<file path="config.mk">
export PLATFORM = sky130hd
export DESIGN_NAME = score_keeper
export DESIGN_NICKNAME = d
export VERILOG_FILES = /design/src/rtl/score_pkg.sv /design/src/rtl/points_lut.sv /design/src/rtl/score_keeper.sv
export SDC_FILE = /design/constraint.sdc
export NUM_CORES = 1
export LEC_CHECK = 0
export BUFFER_PORTS_ARGS = -buffer_cell sky130_fd_sc_hd__buf_2
export CORE_MARGIN = 2
export CORE_UTILIZATION = 33
export CTS_CLUSTER_SIZE = 8
export DETAILED_ROUTE_END_ITERATION = 8
export GPL_TIMING_DRIVEN = 0
export PLACE_DENSITY = 0.48
export SYNTH_ARGS = -nofsm -noshare
export SYNTH_HDL_FRONTEND = slang
export SYNTH_HIERARCHICAL = 1
export SYNTH_SLANG_ARGS = --single-unit
</file>
<file path="constraint.sdc">
create_clock -name clk -period 7 [get_ports clk]
set_input_delay 1.4 -clock clk [delete_from_list [all_inputs] [get_ports clk]]
set_output_delay 1.4 -clock clk [all_outputs]
set_load 0.1 [all_outputs]
</file>
<file path="src/rtl/score_pkg.sv">
// Shared constants, base-points table and state encoding for the score keeper.
package score_pkg;

    localparam int unsigned DEF_MAX_SCORE       = 99;
    localparam int unsigned DEF_LINES_PER_LEVEL = 10;
    localparam int unsigned DEF_MAX_LEVEL       = 9;

    // Base points per lines cleared, packed 4 bits per entry: index 0..4 -> 0,1,3,5,8.
    localparam logic [19:0] BASE_POINTS = {4'd8, 4'd5, 4'd3, 4'd1, 4'd0};

    typedef enum logic [1:0] {
        IDLE,
        RUN,
        OVER
    } state_e;

    // Lock line counts above 4 are physically impossible; treat them as a tetris.
    function automatic logic [2:0] clamp_lines(input logic [2:0] lines);
        return (lines > 3'd4) ? 3'd4 : lines;
    endfunction

    function automatic logic [3:0] base_points(input logic [2:0] lines);
        logic [3:0] base;
        case (lines)
            3'd0:    base = BASE_POINTS[3:0];
            3'd1:    base = BASE_POINTS[7:4];
            3'd2:    base = BASE_POINTS[11:8];
            3'd3:    base = BASE_POINTS[15:12];
            default: base = BASE_POINTS[19:16];
        endcase
        return base;
    endfunction

endpackage

</file>
<file path="src/rtl/points_lut.sv">
// Combinational points calculator: base(lines) x (level + 1), plus the combo bonus
// when SCORE_COMBO_EN is defined. Expects lines already clamped to 0..4.
module points_lut
    import score_pkg::*;
(
    input  logic [2:0] lines,
    input  logic [3:0] level,
`ifdef SCORE_COMBO_EN
    input  logic [2:0] combo,
`endif
    output logic [6:0] points
);

    logic [6:0] base;
    logic [6:0] mult;
    logic [6:0] product;

    // Multiply in 7 bits; 8 x 10 (+7 combo) stays below 128.
    always_comb begin
        base    = {3'b000, base_points(lines)};
        mult    = {3'b000, level} + 7'd1;
        product = base * mult;
`ifdef SCORE_COMBO_EN
        // A zero-line lock earns nothing, not even the combo bonus.
        points  = (lines != 3'd0) ? product + {4'b0000, combo} : 7'd0;
`else
        points  = product;
`endif
    end

endmodule

</file>
<file path="src/rtl/score_keeper.sv">
// Game statistics accumulator: lines, level and saturating two-digit score.
// Two-stage pipeline: stage 1 registers points/lines/level, stage 2 commits score.
// Optional feature: define SCORE_COMBO_EN to add the consecutive-clear combo bonus.
module score_keeper
    import score_pkg::*;
#(
    parameter int unsigned MAX_SCORE       = DEF_MAX_SCORE,
    parameter int unsigned LINES_PER_LEVEL = DEF_LINES_PER_LEVEL,
    parameter int unsigned MAX_LEVEL       = DEF_MAX_LEVEL
) (
    input  logic       clk,
    input  logic       rst_n,
    input  logic       game_start,
    input  logic       game_over,
    input  logic       lock_valid,
    input  logic [2:0] lock_lines,
    output logic [7:0] score,
    output logic [3:0] level,
    output logic [7:0] lines_total,
    output logic       score_tick,
    output logic       running
);

    localparam logic [7:0] MaxScoreL = 8'(MAX_SCORE);
    localparam logic [3:0] MaxLevelL = 4'(MAX_LEVEL);
    localparam logic [7:0] LplL      = 8'(LINES_PER_LEVEL);

    state_e     state_q, state_d;
    logic       running_q;
    logic       s1_valid_q;
    logic [6:0] s1_points_q;
    logic [7:0] lines_q;
    logic [3:0] level_q;
    logic [7:0] score_q;
    logic       tick_q;

    logic       accept;
    logic [2:0] lines_eff;
    logic [8:0] lines_sum;
    logic [7:0] lines_new;
    logic [7:0] level_quot;
    logic [3:0] level_new;
    logic [6:0] points;
    logic [7:0] score_sum;
    logic [7:0] score_new;

`ifdef SCORE_COMBO_EN
    logic [2:0] combo_q;
    logic [2:0] combo_d;
`endif

    // Next game state.
    always_comb begin
        state_d = state_q;
        unique case (state_q)
            IDLE:    if (game_start) state_d = RUN;
            RUN:     if (game_start) state_d = RUN;
                     else if (game_over) state_d = OVER;
            OVER:    if (game_start) state_d = RUN;
            default: state_d = IDLE;
        endcase
    end

    // State register; running is registered so it rises on the edge after game_start.
    always_ff @(posedge clk or negedge rst_n) begin
        if (!rst_n) begin
            state_q   <= IDLE;
            running_q <= 1'b0;
        end else begin
            state_q   <= state_d;
            running_q <= (state_d == RUN);
        end
    end

    // Stage-1 combinational: acceptance, saturating line total and level.
    always_comb begin
        // game_start and game_over both drop a coincident lock.
        accept     = lock_valid && (state_q == RUN) && !game_start && !game_over;
        lines_eff  = clamp_lines(lock_lines);
        lines_sum  = {1'b0, lines_q} + {6'b000000, lines_eff};
        lines_new  = lines_sum[8] ? 8'hff : lines_sum[7:0];
        level_quot = lines_new / LplL;
        level_new  = (level_quot > {4'b0000, MaxLevelL}) ? MaxLevelL : level_quot[3:0];
    end

`ifdef SCORE_COMBO_EN
    // Combo counts consecutive clearing locks, saturating at 7.
    always_comb begin
        combo_d = combo_q;
        if (accept) begin
            if (lines_eff == 3'd0) combo_d = 3'd0;
            else if (combo_q != 3'd7) combo_d = combo_q + 3'd1;
        end
    end
`endif

    points_lut u_points_lut (
        .lines  (lines_eff),
        .level  (level_q),
`ifdef SCORE_COMBO_EN
        .combo  (combo_q),
`endif
        .points (points)
    );

    // Stage-2 combinational: saturating score; sum is at most 99 + 87 so 8 bits suffice.
    always_comb begin
        score_sum = score_q + {1'b0, s1_points_q};
        score_new = (score_sum > MaxScoreL) ? MaxScoreL : score_sum;
    end

    // Statistics pipeline; game_start zeroes everything and kills the stage-1 result.
    always_ff @(posedge clk or negedge rst_n) begin
        if (!rst_n) begin
            s1_valid_q  <= 1'b0;
            s1_points_q <= 7'd0;
            lines_q     <= 8'd0;
            level_q     <= 4'd0;
            score_q     <= 8'd0;
            tick_q      <= 1'b0;
`ifdef SCORE_COMBO_EN
            combo_q     <= 3'd0;
`endif
        end else if (game_start) begin
            s1_valid_q  <= 1'b0;
            s1_points_q <= 7'd0;
            lines_q     <= 8'd0;
            level_q     <= 4'd0;
            score_q     <= 8'd0;
            tick_q      <= 1'b0;
`ifdef SCORE_COMBO_EN
            combo_q     <= 3'd0;
`endif
        end else begin
            s1_valid_q <= accept;
            if (accept) begin
                s1_points_q <= points;
                lines_q     <= lines_new;
                level_q     <= level_new;
            end
`ifdef SCORE_COMBO_EN
            combo_q <= combo_d;
`endif
            // An in-flight result commits even after game_over.
            if (s1_valid_q) begin
                score_q <= score_new;
                tick_q  <= (score_new != score_q);
            end else begin
                tick_q  <= 1'b0;
            end
        end
    end

    assign score       = score_q;
    assign level       = level_q;
    assign lines_total = lines_q;
    assign score_tick  = tick_q;
    assign running     = running_q;

endmodule

</file>
---- Yosys cells after proc, flatten, opt, wreduce, memory -nomap -nowiden ----
Cells that the tools add are included.
W data, S select, Z words.
word-level totals
  register bits ........................... 32
  input port bits ......................... 8
  output and inout bits ................... 22
  word-level logic and storage cells ...... 53
operators by class
  add/sub/neg operators ................... 3
  multiply operators ...................... 1
  divide/modulo/power cells ............... 1
  $lt $le $gt $ge ......................... 3
  eq/ne operators ......................... 7
  muxes and demuxes ....................... 20
  reductions and logical operators ........ 10
operator list
  operator               count
  $mux W8                6
  $pmux W4 S4            1
  $mux W7                2
  $mux W4                3
  $add A8 B3 Y9          1
  $add A8 B7 Y8          1
  $div A8 B4 Y8 const B  1
  $gt A8 B4 Y1 const B   1
  $gt A8 B7 Y1 const B   1
  $ne A8 B8 Y1           1
  $mul A4 B7 Y7          1
  $eq A3 B2 Y1 const B   2
  $mux W2                3
  $add A4 B1 Y5 const B  1
  $eq A2 B1 Y1 const B   2
  $pmux W2 S2            1
  $reduce_bool A2 Y1     2
  $eq A3 B1 Y1 const B   1
  $gt A3 B3 Y1 const B   1
  $logic_and A1 B1 Y1    3
  $logic_not A3 Y1       1
  $mux W1                3
  $mux W3                1
  $eq A2 B2 Y1 const B   1
  3 further kinds        4

---- Logic depth before layout (Yosys ltp) ----
Gate-level depths: netlist of the first run.
  word-level depth ........................ 9
  depth in mapped cells ................... 19
  mapped depth without buffers ............ 18

---- Cells and area by module ----
The synthesis of the first run kept the hierarchy.
by module, submodules not included
  module        times used  cells each  area an instance (µm²)  seq. area each (µm²)
  score_keeper  1           349         2862.7                  800.8
  points_lut    1           57          491.7                   0.0

---- Least setup slack after synthesis of the first run ----
Ideal clock, no wire load.
  path type ............................... input port to flip-flop
  start point ............................. input port lock_lines[1]
  end point ............................... register level_q[0] (netlist: level[0])
  setup time .............................. 0.126 ns
  arrival time ............................ 5.477 ns
  required time ........................... 6.874 ns
  path slack .............................. 1.397 ns
  stages on the path ...................... 15
  path buffers ............................ 0
  cell sequence ........................... nor2b_1 -> ha_1 -> a211oi_2 -> nor2_4 -> xnor2_1 -> nor3_1 -> a221oi_1 -> ha_1 -> inv_1 -> nor4_1 -> a21boi_0 -> o221ai_1 -> nor4bb_1 -> o32a_1 -> o32a_1
on the way
  longest elaborated chain between the ends .. 9
RTL lines
  what                    RTL line             text
  start: declaration      score_keeper.sv:16   input logic [2:0] lock_lines,
  $gt A3 B3 Y1            score_pkg.sv:19      return (lines > 3'd4) ? 3'd4 : lines;
  $mux W3 (*)             score_pkg.sv:19
  $add A8 B3 Y9 (*)       score_keeper.sv:80   lines_sum = {1'b0, lines_q} + {6'b000000, lines_eff};
  $mux W8 (*)             score_keeper.sv:81   lines_new = lines_sum[8] ? 8'hff : lines_sum[7:0];
  $div A8 B4 Y8 (*)       score_keeper.sv:82   level_quot = lines_new / LplL;
  $gt A8 B4 Y1            score_keeper.sv:83   level_new = (level_quot > {4'b0000, MaxLevelL}) ? MaxLevelL : level_quot[3:0];
  $mux W4 (*)             score_keeper.sv:83
  $mux W4 (*)             score_keeper.sv:136  if (accept) begin
  $mux W4 (*)             score_keeper.sv:124  end else if (game_start) begin
  end signal: assignment  score_keeper.sv:139  level_q <= level_new;
  end: declaration        score_keeper.sv:33   logic [3:0] level_q;
Every way passes the cells marked *; elsewhere a longest branch is shown, timed or not. The select of a mux whose other input is x is not followed.
A chain may end at the register's enable or synchronous reset.

---- Worst setup path after layout of the first run ----
  start point ............................. input port lock_lines[2]
  end point ............................... register level_q[0] (netlist: level[0])
on the way
  longest elaborated chain between the ends .. 9
RTL lines
  what                    RTL line             text
  $gt A3 B3 Y1 (*)        score_pkg.sv:19
  $mux W3 (*)             score_pkg.sv:19
  named net lines_eff[1]  score_keeper.sv:38   logic [2:0] lines_eff;
  $add A8 B3 Y9 (*)       score_keeper.sv:80
  $mux W8 (*)             score_keeper.sv:81
  $div A8 B4 Y8 (*)       score_keeper.sv:82
  $gt A8 B4 Y1            score_keeper.sv:83
  $mux W4 (*)             score_keeper.sv:83
  $mux W4 (*)             score_keeper.sv:136
  $mux W4 (*)             score_keeper.sv:124
The timed path passes the listed nets; every way through them passes the cells marked *. The select of a mux whose other input is x is not followed.

==> results.py, run 1 <==
metrics = {
    "global_routing": {
        "grt_antenna_before_repair": 0,
        "grt_use_met3": 0.0200,
        "grt_max_degree": 33,
        "grt.busiest_layer": "met1",
        "grt_usage": 0.167,
        "grt_pass1_vias": 2968,
        "overflow": 0,
        "use_met1": 0.261,
        "grt_pass1_wl_um": 15100,
        "grt_use_met2": 0.245,
    },
    "logic_synthesis": {
        "ys_ff_latch": 32,
        "syn_area_um2": 3350,
        "synth_top_area_frac": 0.239,
        "synth-async-reset-ratio": 1.00,
        "synth_top_family_by_area": "compound AO/OA/AOI/OAI gates",
        "synth_area_leaders": "dfrtp_1 24%, ha_1 7.8%, fa_1 4.8%",
        "synthFlopType": "dfrtp_1",
        "syn_inst": 406,
        "synth_xor_area_frac": 0.0571,
        "synth.area.mux_share": 0.0108,
        "synth_warnings": 6,
        "synth-compound-area-share": 0.261,
        "synth_enable_flop_cells": 0,
        "syn_avg_cell_area_um2": 8.26,
        "synth.distinct_cells": 81,
        "syn_nets": 443,
        "synth_top_area_cell": "dfrtp_1",
        "yosys.area_share.adder": 0.126,
        "synth-simple-area-share": 0.245,
        "yosysSeqAreaShare": 0.239,
    },
    "timing": {
        "period_needed_ps": 6530,
        "final.setup.tns_ps": 0,
        "fmax_ghz": 0.153,
        "slew_headroom": 0.447,
        "min_period_over_period": 0.933,
        "skew_ps": 4.95,
        "tightest_slew_ps": 821,
        "setup_viol": 0,
        "rsz0062_at_grt": "false",
        "slew_viol_final": 0,
        "hold_viol": 0,
    },
    "setup_path": {
        "reg2regPathDepth": 18,
        "critPathArrivalTime_ps": 6710,
        "worstSetupPathType": "input port to flop",
        "crit_required_ps": 7170,
        "critPathCaptureType": "flop",
        "r2r_slack_ps": 1720,
        "start_kind": "input port",
        "crit_path_max_fanout": 10,
        "r2r_end": "level[0]",
        "timing.rr.start": "lines_total[0]",
    },
    "drt": {
        "routed_wl_um": 8950,
        "first_pass_iters": 5,
        "drt_iter0_drc": 210,
        "ant_nets": 0,
        "vias": 3205,
        "via_per_inst": 5.56,
        "wl_per_cell_um": 15.5,
        "drc": 0,
    },
    "pwr": {
        "total_power_mw": 0.486,
        "clkPwrFrac": 0.411,
        "swShare": 0.296,
        "seq_power_share": 0.402,
        "p_sw_mw": 0.144,
        "intPower_mw": 0.342,
        "p_leak_nw": 1.72,
        "p_per_area_nw_per_um2": 128,
        "ir_drop_uv": 65.9,
        "power_frac_comb": 0.187,
    },
    "floorplanning": {
        "die_area_um2": 11000,
        "die_x_um": 105,
        "start_util": 0.342,
        "core_area_um2": 9820,
        "num_io_pins": 30,
        "die_h_um": 105,
        "rows": 36,
    },
    "clock_tree": {
        "post_cts_resized": 0,
        "cts.htree.levels": 2,
        "clk_pin_slew_ps": 70,
        "ctsRootBufferMaster": "clkbuf_8",
        "cts-buffers-inserted": 5,
        "post_cts_buffers": 0,
        "clock_latency_ps": 280,
        "hold_buffers": 0,
        "cts_buffer_depth": 2,
        "clkSinkCount": 32,
        "tritoncts": "built",
    },
    "cells_and_area": {
        "layout_common_cells": "42 x nor2_1, 33 x nand2_1, 32 x dfrtp_1, 31 x buf_2",
        "final_area_um2": 3790,
        "syn2layout_area_growth_pct": 13.1,
        "layout_commonest_cell": "nor2_1",
        "num_antenna_cells": 0,
        "drive_gt1_frac": 0.183,
        "finalNetCount": 479,
    },
    "hold_path": {
        "hp-class": "flop to flop",
        "worstHoldPathCells": 1,
        "hp-start": "state_q[0]",
        "whs_endpoint": "running",
    },
    "place": {
        "portBuffers": 29,
        "dp_hpwl_um": 6830,
        "gp_congestion": 0.873,
        "place_area_um2": 3670,
    },
    "outcome": {
        "status": "finished, final reports clean",
    },
    "run": {
        "drv_cap": 0,
    },
}
-- sequential cells by signal (all words and copies together) (netlist names) --
name / cells
lines_total: 8
score: 8
s1_points_q: 7
level: 4
state_q: 2
running: 1
s1_valid_q: 1
score_tick: 1
-- how the worst max path moves through the flow --
stage | from | endpoint | slack, ps
after floorplan | lock_lines[1] | level[0] | 1400
after global placement | lock_lines[2] | level[0] | 220
after detailed placement | lock_lines[2] | level[0] | 240
after CTS | lock_lines[2] | level[0] | 530
after global routing | lock_lines[2] | level[0] | 130
final | lock_lines[2] | level[0] | 470
-- Yosys cell counts, types with 5 or more instances --
library cell  instances
fa_1                  8
inv_1                18
ha_1                 21
a311oi_1              5
a21o_1                6
nand2b_1              8
xnor2_1              17
nand3_1              18
clkbuf_1             10
o21ai_0              28
a21oi_1              28
nor2_1               42
nand4_1               5
nand2_1              33
dfrtp_1              32
and3_1                6
a211o_1               5
-- kinds of logic after synthesis --
| family | count (synthesis) |
|---|---|
| xor gates and xnor gates | 21 |
| and+or+nand+nor | 154 |
| muxes | 3 |
| DFF | 32 |
| AOI/OAI and AO/OA | 127 |
| adders and majority gates | 29 |
| buffers and inverters | 40 |
-- final cells by class --
cell class	count	area (um^2)
Sequential cell	32	801
Timing Repair Buffer	29	145
Multi-Input combinational cell	334	2350
Fill cell	1064	6030
Clock inverter	1	30.0
Clock buffer	7	96.3
Buffer	19	128
Tap cell	133	166
Inverter	21	78.8
-- power groups by stage --
stage | Sequential (mW) | Combinational, mW | Clock, mW
2_1_floorplan | 0.219 | 0.0474 | 0
3_3_place_gp | 0.199 | 0.0912 | 0
5_1_grt | 0.196 | 0.100 | 0.214
4_1_cts | 0.195 | 0.0916 | 0.205
6_report | 0.195 | 0.0909 | 0.200
3_5_place_dp | 0.199 | 0.0911 | 0
-- critical path: stages --
cell      delay, ps
buf_2           140
nor2b_1         580
ha_1            390
a211oi_2        470
nor2_4          140
xnor2_1         580
nor3_1          170
a221oi_1        580
ha_1            250
inv_1            50
nor4_1          660
and3_1          260
a21oi_1          40
o32ai_1         170
nor4bb_1        170
o32a_1          370
o32a_1          280
-- through the flow --
stage,setup slack [ps],cells,utilization,hold slack (ps)
floorplan,1400,406,-,473
global placement,219,568,0.373,499
detailed placement,245,568,0.373,513
CTS,525,576,0.386,526
global route,125,576,0.386,548
finish,466,576,0.386,519
-- metal layers --
layer  vias up  part of all wire  wire, um
met4         0            0.0089        80
met2        94              0.41      3680
li1       1571                 -         -
met5         -                 0         0
met1      1528              0.52      4690
met3        12             0.055       496
No activity file was read; power rests on OpenSTA's default activity.
==> run 2, diff against run 1 <==
CORE_UTILIZATION = 60   (was 33)
PLACE_DENSITY = 0.79   (was 0.48)
==> run 2 against run 1 <==
Maximum frequency grew 3.4%. Clock power shrank 23%. Non-clock buffer count is the same. Sequential cell count is the same. Combinational power is essentially flat. Via count shrank 0.84%. Worst setup slack gained 220 ps. Highest routed layer unchanged.
==> results.py, run 2 (same netlist as run 1, synthesis figures left out) <==
metrics = {
    "outcome": {
        "status": "finished, final reports clean",
    },
    "global_routing": {
        "grt_max_degree": 33,
        "grt_pass1_wl_um": 13900,
        "grt_pass1_vias": 2885,
        "overflow": 0,
        "grt_antenna_before_repair": 0,
        "grt_usage": 0.281,
    },
    "timing": {
        "rsz0062_at_grt": "false",
        "slew_viol_final": 0,
        "min_period_over_period": 0.902,
        "period_needed_ps": 6320,
        "tightest_slew_ps": 874,
        "final.setup.tns_ps": 0,
        "skew_ps": 9.36,
        "fmax_ghz": 0.158,
        "setup_viol": 0,
        "hold_viol": 0,
        "slew_headroom": 0.411,
    },
    "setup_path": {
        "path_cells": "buf_2, nor2b_1, ha_1, a211oi_2, nor2_4, xnor2_1, nor3_1, a221oi_1, ha_1, inv_1, nor4_1, a21boi_0, o221ai_1, nor4bb_1, o32a_1, o32a_1",
        "path_buf_inv": 2,
        "crit_required_ps": 7160,
        "start_kind": "input port",
        "path_delay_family": "compound AO/OA/AOI/OAI gates",
        "critPathCaptureType": "flop",
        "cpMaxStageDelayCell": "xnor2_1",
        "worstSetupPathType": "input port to flop",
        "cp_num_cells": 16,
        "critPathMaxStageDelay_ps": 580,
        "crit_path_max_fanout": 10,
        "critPathArrivalTime_ps": 6480,
        "reg2regPathDepth": 17,
    },
    "hold_path": {
        "worstHoldPathCells": 1,
        "hp-class": "flop to flop",
    },
    "floorplanning": {
        "rows": 27,
        "num_io_pins": 30,
        "die_area_um2": 6200,
        "start_util": 0.617,
        "core_area_um2": 5440,
        "die_h_um": 78.8,
        "die_x_um": 78.8,
    },
    "drt": {
        "wl_per_cell_um": 16.2,
        "drt_iter0_drc": 196,
        "drc": 0,
        "vias": 3178,
        "first_pass_iters": 5,
        "routed_wl_um": 8330,
        "ant_nets": 0,
        "via_per_inst": 6.18,
    },
    "pwr": {
        "p_per_area_nw_per_um2": 120,
        "total_power_mw": 0.441,
        "p_leak_nw": 1.71,
        "ir_drop_uv": 87.5,
    },
    "run": {
        "drv_cap": 0,
    },
    "clock_tree": {
        "clock_latency_ps": 280,
        "cts.htree.levels": 2,
        "hold_buffers": 0,
        "ctsRootBufferMaster": "clkbuf_8",
        "clkSinkCount": 32,
        "tritoncts": "built",
        "post_cts_buffers": 0,
        "post_cts_resized": 0,
        "clk_pin_slew_ps": 70,
        "cts-buffers-inserted": 5,
        "cts_buffer_depth": 2,
    },
    "place": {
        "dp_hpwl_um": 6470,
        "portBuffers": 29,
        "gp_congestion": 0.957,
    },
    "cells_and_area": {
        "drive_gt1_frac": 0.181,
        "num_antenna_cells": 0,
        "layout_common_cells": "42 x nor2_1, 33 x nand2_1, 32 x dfrtp_1, 31 x buf_2",
        "layout_commonest_cell": "nor2_1",
        "syn2layout_area_growth_pct": 9.88,
        "fillers": 453,
        "finalNetCount": 479,
    },
}
## run 2: changes by cell type in the layout (fill, tap and decap cells not counted)
cell	change
bufinv_16	-1
## run 2: power breakdown
part,internal (mW),switching (mW)
Sequential,0.190,0.00539
Clock,0.0876,0.0678
Combinational,0.0269,0.0640
Total,0.304,0.137
## run 2: worst register-to-register path, cell delays in order (launching register included)
cell	delay, ps
dfrtp_1	390
ha_1	260
fa_1	440
a21o_2	270
and2_2	220
o21a_1	180
clkbuf_1	210
a41oi_1	300
a41oi_1	90
a221oi_1	480
ha_1	240
inv_1	50
nor4_1	580
a21boi_0	250
o221ai_1	130
nor4bb_1	210
o32a_1	360
o32a_1	280
## run 2: path summary, 6_finish.rpt
path,startpoint,to,slack [ps]
max,lock_lines[2],level[0],680
min,state_q[0],running,520
max reg2reg,lines_total[0],level[0],1940
min reg2reg,state_q[0],running,520
max in group asynchronous,rst_n,s1_valid_q,5330
min in group asynchronous,rst_n,lines_total[7],1180
## run 2: routing by layer
metal,part of all wire,GRT usage,vias up
met4,0.024,0.105,0
met1,0.43,0.369,1502
met2,0.49,0.480,103
li1,-,-,1558
met3,0.051,0.0284,15
met5,0,0,-
## run 2: per-stage QoR
stage / instance area [um^2] / setup WS [ps] / hold WS, ps / cells / util
global route: 3690 / 152 / 551 / 514 / 0.678
detailed placement: 3590 / 427 / 505 / 507 / 0.660
floorplan: 3350 / 1400 / 473 / 406 / -
finish: 3690 / 683 / 516 / 514 / 0.678
global placement: 3590 / 473 / 489 / 507 / 0.660
CTS: 3690 / 703 / 513 / 514 / 0.678
## run 2: layout make-up
type / count / area [um^2] / area share
plain buffers: 19 / 128 / 0.0346
clock buffers: 7 / 96.3 / 0.0261
inverters: 21 / 78.8 / 0.0214
multi-input cells: 334 / 2350 / 0.637
flip-flops and latches: 32 / 801 / 0.217
well taps: 72 / 90.1 / 0.0244
repair buffers: 29 / 145 / 0.0394
==> run 3, diff against run 2 <==
CORE_UTILIZATION = 40   (was 60)
PLACE_DENSITY = 0.56   (was 0.79)
REMOVE_ABC_BUFFERS = 1   (was unset)
==> run 3 against run 2 <==
Core utilization is 24 points lower. First-iteration DRC count is 57% lower. Cell area is 2.3% lower. Clock power fell by 4%. Wire length is 0.32% lower. Sequential share of layout area rose by 0.51 points. Critical path depth grew 3. Worst setup slack got worse by 190 ps.
==> results.py, run 3 (same netlist as run 1, synthesis figures left out) <==
metrics = {
    "outcome": {
        "status": "finished, final reports clean",
    },
    "cells_and_area": {
        "syn2layout_area_growth_pct": 7.35,
        "finalNetCount": 461,
        "drive_gt1_frac": 0.172,
        "final_area_um2": 3600,
        "final_cells": 530,
        "layout_commonest_cell": "nor2_1",
        "layout_common_cells": "42 x nor2_1, 33 x nand2_1, 32 x dfrtp_1, 30 x buf_2",
        "fillers": 848,
        "final_util": 0.440,
        "num_antenna_cells": 0,
    },
    "global_routing": {
        "overflow": 0,
        "grt_max_degree": 33,
        "grt_antenna_before_repair": 0,
        "grt_pass1_wl_um": 13900,
        "grt_usage": 0.191,
        "grt_pass1_vias": 2925,
    },
    "place": {
        "dp_hpwl_um": 6220,
        "dp_cells": 522,
        "gp_congestion": 0.879,
        "place_area_um2": 3510,
        "portBuffers": 29,
    },
    "timing": {
        "min_period_over_period": 0.929,
        "tightest_slew_ps": 900,
        "rsz0062_at_grt": "false",
        "skew_ps": 6.94,
        "final.setup.tns_ps": 0,
        "fmax_ghz": 0.154,
        "hold_viol": 0,
        "slew_headroom": 0.393,
        "setup_viol": 0,
        "period_needed_ps": 6500,
        "slew_viol_final": 0,
    },
    "clock_tree": {
        "cts-buffers-inserted": 5,
        "clock_latency_ps": 290,
        "cts_buffer_depth": 2,
        "post_cts_buffers": 0,
        "clk_pin_slew_ps": 70,
        "clkSinkCount": 32,
        "cts.htree.levels": 2,
        "ctsRootBufferMaster": "clkbuf_8",
        "tritoncts": "built",
        "post_cts_resized": 0,
        "hold_buffers": 0,
    },
    "floorplanning": {
        "num_io_pins": 30,
        "core_area_um2": 8180,
        "rows": 33,
        "die_h_um": 95.6,
        "die_x_um": 95.6,
        "die_area_um2": 9130,
        "start_util": 0.410,
    },
    "setup_path": {
        "critPathCaptureType": "flop",
        "critPathArrivalTime_ps": 6680,
        "crit_path_max_fanout": 9,
        "worstSetupPathType": "input port to flop",
        "start_kind": "input port",
        "crit_required_ps": 7170,
    },
    "drt": {
        "routed_wl_um": 8310,
        "via_per_inst": 5.84,
        "wl_per_cell_um": 15.7,
        "drc": 0,
        "first_pass_iters": 4,
        "ant_nets": 0,
        "vias": 3096,
        "drt_iter0_drc": 85,
    },
    "pwr": {
        "total_power_mw": 0.431,
        "ir_drop_uv": 56.8,
        "p_leak_nw": 1.65,
        "p_per_area_nw_per_um2": 120,
    },
    "hold_path": {
        "hp-class": "flop to flop",
    },
    "run": {
        "drv_cap": 0,
    },
}
## run 3: cell count changes in the layout (fill, tap and decap cells not counted)
cell / previous run / this run
clkbuf_1: 10 / 0
buf_6: 4 / 0
clkbuf_8: 9 / 6
clkinv_2: 0 / 2
buf_2: 31 / 30
clkbuf_4: 1 / 0
## run 3: final cells by class
cell class	count	area [um^2]	area share
sequential	32	801	0.222
tap	105	131	0.0365
clock buffer	6	82.6	0.0229
clock inverter	2	10.0	0.00278
timing repair buffer	30	150	0.0417
inverter	21	78.8	0.0219
multi-input combinational	334	2350	0.652
## run 3: worst max-delay path, stage by stage
cell,delay [ps]
buf_2,130
nor2b_1,390
ha_1,330
fa_1,270
a21oi_2,140
or4_4,580
o21ai_0,280
buf_2,330
nor3_1,110
a221oi_1,590
ha_1,250
inv_1,50
nor4_1,580
and3_1,250
a21oi_1,40
o32ai_1,150
nor4bb_1,160
o32a_1,370
o32a_1,280
## run 3: final timing paths
kind                                      from        endpoint  slack, ps  cells after the start
max in group asynchronous                rst_n  s1_points_q[5]       5350                      1
worst max register to register  lines_total[0]        level[0]       1840                     17
min in group asynchronous                rst_n         running       1170                      1
worst min register to register      state_q[0]         running        520                      1
worst min-delay path                state_q[0]         running        520                      1
worst max-delay path             lock_lines[2]        level[0]        500                     19
## run 3: through the flow
stage	worst slack (ps)	hold slack [ps]
floorplan	927	473
global placement	-164	487
detailed placement	298	507
CTS	585	517
global route	81.7	554
finish	497	516
## run 3: layer usage
metal	vias up	GRT usage	share of wire
li1	1532	-	-
met1	1510	0.245	0.47
met2	48	0.339	0.50
met3	6	0.0182	0.024
met4	0	0.0548	0.010
met5	-	0	0
## run 3: where the power goes
group          switching (mW)  internal, mW  leakage [nW]
Clock                  0.0710        0.0784        0.0510
Sequential            0.00596         0.190         0.438
Combinational          0.0620        0.0238          1.16
